$ cat src/rtl/ex_flag_stage.sv
// rtl/ex_flag_stage.sv - EX/MEM pipeline register with Z/V/N flags, branch evaluation and overflow counter
// Flags are {Z,V,N}; branch decisions use the forwarded next-flags value.

module ex_flag_stage #(
   parameter int CNT_W = 8
) (
   input  logic             clk,
   input  logic             rst_n,
   input  logic             valid_in,
   input  logic             stall,
   input  logic             flush,
   input  logic [3:0]       opcode,
   input  logic [15:0]      alu_result,
   input  logic             alu_ovfl,
   input  logic [3:0]       dst_in,
   input  logic             wr_en_in,
   input  logic [2:0]       cond,
   input  logic             clr_cnt,
   output logic             valid_out,
   output logic [15:0]      result_out,
   output logic [3:0]       dst_out,
   output logic             wr_en_out,
   output logic [2:0]       flags,
   output logic             br_taken,
   output logic [CNT_W-1:0] ovfl_cnt
);

   localparam logic [3:0] OP_ADD = 4'b0000;
   localparam logic [3:0] OP_SUB = 4'b0001;
   localparam logic [3:0] OP_XOR = 4'b0010;
   localparam logic [3:0] OP_SLL = 4'b0100;
   localparam logic [3:0] OP_SRA = 4'b0101;
   localparam logic [3:0] OP_ROR = 4'b0110;

   localparam logic [CNT_W-1:0] CNT_MAX = {CNT_W{1'b1}};

   logic       accept;
   logic       is_arith;
   logic       is_zonly;
   logic       res_zero;
   logic [2:0] flags_next;
   logic       z_n, v_n, n_n;

   assign accept   = valid_in & ~stall & ~flush;
   assign is_arith = (opcode == OP_ADD) | (opcode == OP_SUB);
   assign is_zonly = (opcode == OP_XOR) | (opcode == OP_SLL) |
                     (opcode == OP_SRA) | (opcode == OP_ROR);
   assign res_zero = (alu_result == 16'h0000);

   always_comb begin
      flags_next = flags;
      if (accept && is_arith)
         flags_next = {res_zero, alu_ovfl, alu_result[15]};
      else if (accept && is_zonly)
         flags_next = {res_zero, flags[1], flags[0]};
   end

   assign z_n = flags_next[2];
   assign v_n = flags_next[1];
   assign n_n = flags_next[0];

   // Forwarded flags let a branch in ID see the op currently in EX.
   always_comb begin
      br_taken = 1'b0;
      case (cond)
         3'b000:  br_taken = ~z_n;
         3'b001:  br_taken = z_n;
         3'b010:  br_taken = ~z_n & ~n_n;
         3'b011:  br_taken = n_n;
         3'b100:  br_taken = z_n | ~n_n;
         3'b101:  br_taken = n_n | z_n;
         3'b110:  br_taken = v_n;
         default: br_taken = 1'b1;
      endcase
   end

   always_ff @(posedge clk) begin
      if (!rst_n) begin
         valid_out  <= 1'b0;
         result_out <= 16'h0000;
         dst_out    <= 4'h0;
         wr_en_out  <= 1'b0;
         flags      <= 3'b000;
         ovfl_cnt   <= '0;
      end else begin
         flags <= flags_next;

         // Clear beats increment and is honoured even while stalled.
         if (clr_cnt)
            ovfl_cnt <= '0;
         else if (accept && is_arith && alu_ovfl && (ovfl_cnt != CNT_MAX))
            ovfl_cnt <= ovfl_cnt + 1'b1;

         if (flush) begin
            valid_out <= 1'b0;
            wr_en_out <= 1'b0;
         end else if (!stall) begin
            if (valid_in) begin
               valid_out  <= 1'b1;
               result_out <= alu_result;
               dst_out    <= dst_in;
               wr_en_out  <= wr_en_in;
            end else begin
               valid_out <= 1'b0;
               wr_en_out <= 1'b0;
            end
         end
      end
   end

endmodule
$ cat config.mk
export PLATFORM = sky130hd
export DESIGN_NAME = ex_flag_stage
export DESIGN_NICKNAME = d
export VERILOG_FILES = /design/src/rtl/ex_flag_stage.sv
export SDC_FILE = /design/constraint.sdc
export NUM_CORES = 1
export LEC_CHECK = 0
export CAP_MARGIN = 40
export CORE_AREA = 2 2 67 69
export DETAILED_ROUTE_END_ITERATION = 8
export DIE_AREA = 0 0 69 71
export MAX_ROUTING_LAYER = met4
export PLACE_DENSITY = 0.84
export SETUP_SLACK_MARGIN = 0.4
export SYNTH_ARGS = -nofsm -noshare
export SYNTH_HDL_FRONTEND = slang
export SYNTH_SLANG_ARGS = --single-unit
$ cat constraint.sdc
create_clock -name clk -period 1.4 [get_ports clk]
set_input_delay 0.21 -clock clk [delete_from_list [all_inputs] [get_ports clk]]
set_output_delay 0.21 -clock clk [all_outputs]
set_load 0.05 [all_outputs]
* After elaboration in Yosys (flattened, before gate mapping)
Cells that the tools add are included.
** Storage, ports and cells
- Word-level logic and storage cells :: 48
- Output and inout port bits :: 34
- Flip-flop bits (word level) :: 33
** Operators by class
- Bitwise gates (word level) :: 14
- Equality and inequality tests :: 12
- $add $sub $neg :: 1
- Reductions and logical operators :: 10
- Multiplexer cells :: 5
** Operators with widths (count)
- $logic_not A16 Y1 :: 1
- $eq A4 B3 Y1 const B :: 3
- $eq A3 B3 Y1 const B :: 3
- $add A8 B1 Y8 const B :: 1
- $ne A8 B8 Y1 const B :: 1
- $pmux W1 S7 :: 1
- $eq A3 B2 Y1 const B :: 2
- $mux W3 :: 2
- $or A1 B1 Y1 :: 6
- $not A1 Y1 :: 5
- $eq A4 B1 Y1 const B :: 1
- $eq A4 B2 Y1 const B :: 1
- $logic_and A1 B1 Y1 :: 4
- $logic_not A4 Y1 :: 1
- $reduce_or A2 Y1 :: 2
- $and A1 B1 Y1 :: 3
- $eq A3 B1 Y1 const B :: 1
- $logic_not A3 Y1 :: 1
- $reduce_and A3 Y1 :: 1
- $mux W1 :: 2

* Logic depth before layout (Yosys ltp)
- Depth in word-level cells :: 10
- Gate-level depth with buffers :: 6

* Least setup slack after synthesis
Ideal clock, no wire load.
- Path kind :: register to output
- Start point :: register flags[0]
- End point :: output br_taken
- Stages on the path, launching flop included :: 5
- Slack :: -538 ps
- Data required time :: 1190 ps
- Arrival time :: 1728 ps
- Path buffers :: 0
- Path through :: dfxtp_1 a21boi_1 nor4b_1 o31ai_1 o311a_1
** Between the ends
- Cells in the longest elaborated chain, start to end :: 5
- Elaborated cells between the ends (all ways) :: 7
- Classes of those cells :: mux: 3; bitwise: 4
** Ends and longest elaborated chain
- start, declared :: RTL line 23 : output logic [2:0] flags,
- start signal, assigned :: RTL line 86 : flags <= flags_next;
- $mux W3 (*) :: RTL line 54 : else if (accept && is_zonly)
- $mux W3 (*) :: RTL line 52 : if (accept && is_arith)
- $not A1 Y1 :: RTL line 68, 70
- $or A1 B1 Y1 or $and A1 B1 Y1 (tied branches) :: RTL line 70, 68
- $pmux W1 S7 (*) :: RTL line 65 : case (cond)
- end, declared :: RTL line 24 : output logic br_taken,
Mark *: on every way between the ends. The rest lies on a longest branch, timed or not.

* Worst setup path in the final report
- Start point :: input stall
- End point :: output br_taken
** Between the ends
- Cells in the longest elaborated chain, start to end :: 9
- Elaborated cells between the ends (all ways) :: 13
- Classes of those cells :: mux: 3; bitwise: 8; reduce/logical: 2
** Ends and longest elaborated chain
- start, declared :: RTL line 10 : input logic stall,
- $not A1 Y1 (no source line) (*)
- $and A1 B1 Y1 (*) (2 in series) :: RTL line 44 : assign accept = valid_in & ~stall & ~flush;
- $logic_and A1 B1 Y1 :: RTL line 54
- $mux W3 :: RTL line 54
- $mux W3 (*) :: RTL line 52
- $not A1 Y1 :: RTL line 66, 68
- $and A1 B1 Y1 :: RTL line 68 : 3'b010: br_taken = ~z_n & ~n_n;
- $pmux W1 S7 (*) :: RTL line 65
Marks and branches as above.

==> flow_summary.ini <==
[worst_hold_path]
holdPathStages = 3
hold_class = input port to flop

[sta]
rsz0062_at_grt = true
max_slew_margin_pct = 76.4
period_share_pct = 134
worstMarginPinSlew_ns = 0.348
drv_slew = 0
max_freq_mhz = 533
finalClockSkew_ns = 0.00235
setup_viol = 1
fin_ws_ns = -0.475
fin_setup_tns_ns = -0.475
layout_min_cycle_time_ns = 1.88
hold_violations = 0

[power]
pwr-share-clk_pct = 33.4
irDropWorstVdd_v = 0.000717
intPower_w = 0.00153
power_density_nw_per_um2 = 646
swShare_pct = 28.9
combPwrFrac_pct = 21.9
seqPwrFrac_pct = 44.7
power.leakage_nw = 1.28
switchingPower_w = 0.000622

[clock_tree]
clock_latency_ns = 0.28
cts.reportedPaths.clkPinSlew_ns = 0.08
clock_sinks = 33
cts-buffers-inserted = 5
root_buffer = clkbuf_8
h-tree-depth = 2
cts_tree = done
clockBufferDepth = 2

[floorplan]
die_w_um = 69
die_area_sq_um = 4900
core.rowCount = 24
core-area_sq_um = 4200
boundaryPins = 69
chipHeight_um = 71
start_util_pct = 34.7

[place]
hpwl_um = 3330
gp_congestion = 0.785
pre_cts_ws_ns = -0.956
port_buffers = 68

[synth]
synth_nets = 207
synth_area_sq_um = 1460
synthSimpleGateAreaFrac_pct = 27.8
synth_edf_count = 0
muxShareOfSynthArea_pct = 0
synth-compound-area-share_pct = 19.2
async_flop_share_pct = 0
seq_area_frac_synth_pct = 45.3
yosys.area_share.xor_xnor_pct = 4.21
yosys.area_share.adder_pct = 0.858
synthTopCellsByCount = nand2_1 (46), dfxtp_1 (33), a21boi_0 (20)
ys_ff_latch = 33
yosysTopAreaCell = dfxtp_1
syn_avg_cell_area_sq_um = 8.52
synthCells = 171
synthDistinctLibCells = 36
yosys-top-cells-area = dfxtp_1 (45%), nand2_1 (12%), a21boi_0 (10%), xor2_1 (3.0%), nor2_1 (2.6%)
synth_top_flop_cell = dfxtp_1
yosysTopAreaCellShare_pct = 45.3
synth_most_common_cell = nand2_1
synth_top_family_by_area = simple AND/OR/NAND/NOR gates
yosysWarnings = 0

[worst_setup_path]
critPathLaunchType = input port
critPathLaunch = stall
r2r_slack_ns = 0.02
cp_cell_sequence = buf_8 -> nor4b_4 -> buf_4 -> and3_4 -> a2111oi_4 -> o31ai_2 -> o311a_4 -> buf_12
crit_required_ns = 1.19
worstSetupEndpointType = output pin
cpMaxStageDelayCell = o31ai_2
reg2reg_depth = 5
path_class = input port to output pin
reg2reg_to = ovfl_cnt[3]
crit_arrival_ns = 1.67
endpoint = br_taken
path_max_fanout = 5
r2r-start = ovfl_cnt[4]
critPathMaxStageDelay_ns = 0.29

[drt]
first_pass_iters = 4
drtAntennaViolNets = 0
drt_iter0_markers = 71
wl_um = 5430
vias = 1706
drc = 0
avgRoutedWirePerCell_um = 16.4
viasPerCell = 5.15

[grt]
grt_pass1_wl_um = 8110
gr-total-overflow = 0
antenna_found_initial = 0
grt_usage_pct = 21.5
grt_max_degree = 24
grt_pass1_vias = 1761

[run]
cap_violations = 0

[finish]
syn_to_final_growth_pct = 129
antenna_cells = 0
fin_nets = 314
drive_above_1_share_pct = 64.9

[run_status]
status = complete, but fails checks
violations = setup timing
-- area by class of cell --
class                   count  area (sq um)
inverters                   1          3.75
clock buffers               5          68.8
well taps                  52          65.1
flip-flops and latches     33           747
clock inverters             3          16.3
repair buffers            108          1380
multi-input cells         129          1050
fillers                   256           872
-- placed cells by master (no fill, tap or decap), drive strengths merged, types with 5 or more instances in the layout --
master and count:
a21boi 21, buf 81, clkdlybuf4s15 5, xor2 5, clkbuf 10, nor2 10
nand4 5, dlygate4sd2 5, dfxtp 33, clkdlybuf4s50 12, nand2 46
-- critical path: cells and delay by family --
family	cells	cell delay, ns
buffers and inverters	3	0.41
AND/OR/NAND/NOR	2	0.46
AO/OA/AOI/OAI	3	0.58
-- power by group through the flow --
stage / combinational (W) / sequential (W) / clock, W
floorplan: 0.0000938 / 0.00105 / 0
global placement: 0.000411 / 0.000990 / 0
detailed placement: 0.000416 / 0.000991 / 0
CTS: 0.000427 / 0.000970 / 0.000716
global route: 0.000494 / 0.000963 / 0.000776
finish: 0.000470 / 0.000961 / 0.000719
-- stage by stage --
| step | instances | cell area, sq um | hold WS [ns] | power [W] | util (%) |
|---|---|---|---|---|---|
| 6_report | 331 | 3330 | 0.153 | 0.00215 | 79.3 |
| 2_1_floorplan | 171 | 1550 | 0.347 | 0.00114 | - |
| 3_5_place_dp | 300 | 2710 | 0.482 | 0.00141 | 64.5 |
| 3_3_place_gp | 300 | 2710 | 0.473 | 0.00140 | 64.5 |
| 5_1_grt | 331 | 3330 | 0.149 | 0.00223 | 79.3 |
| 4_1_cts | 323 | 3060 | 0.180 | 0.00211 | 72.8 |
-- repair_timing --
item	in CTS	in global routing
setup endpoints to repair	67	62
hold endpoints to repair	0	0
resized for setup	107	83
pin swaps	30	18
cloned	0	3
setup buffers	15	5
hold buffers	0	0
-- logic make-up after synthesis --
kind of cell,Yosys count
xor+xnor,7
flops,33
fa+ha+maj,1
buf+inv,9
simple gates,83
compound gates,38
-- metal layers --
| metal | global-route usage [%] | vias to the layer above | share of wire [%] |
|---|---|---|---|
| met4 | 6.54 | 0 | 2.1 |
| met1 | 22.1 | 822 | 34 |
| met5 | - | - | 0 |
| met3 | 6.13 | 11 | 5.1 |
| met2 | 39.6 | 60 | 59 |
| li1 | - | 813 | - |
-- flip-flops by register name, indices dropped and copies added (netlist names) --
register    count
dst_out         4
flags           3
ovfl_cnt        8
result_out     16
valid_out       1
wr_en_out       1
-- how the worst min path moves through the flow --
stage,startpoint,end,slack (ns)
after floorplan,stall,valid_out,0.35
after global placement,result_out[9],result_out[9],0.47
after detailed placement,result_out[9],result_out[9],0.48
after CTS,alu_result[5],result_out[5],0.18
after global routing,alu_result[4],result_out[4],0.15
final,alu_result[4],result_out[4],0.15
Note: power is estimated with default switching activity, not from simulation.
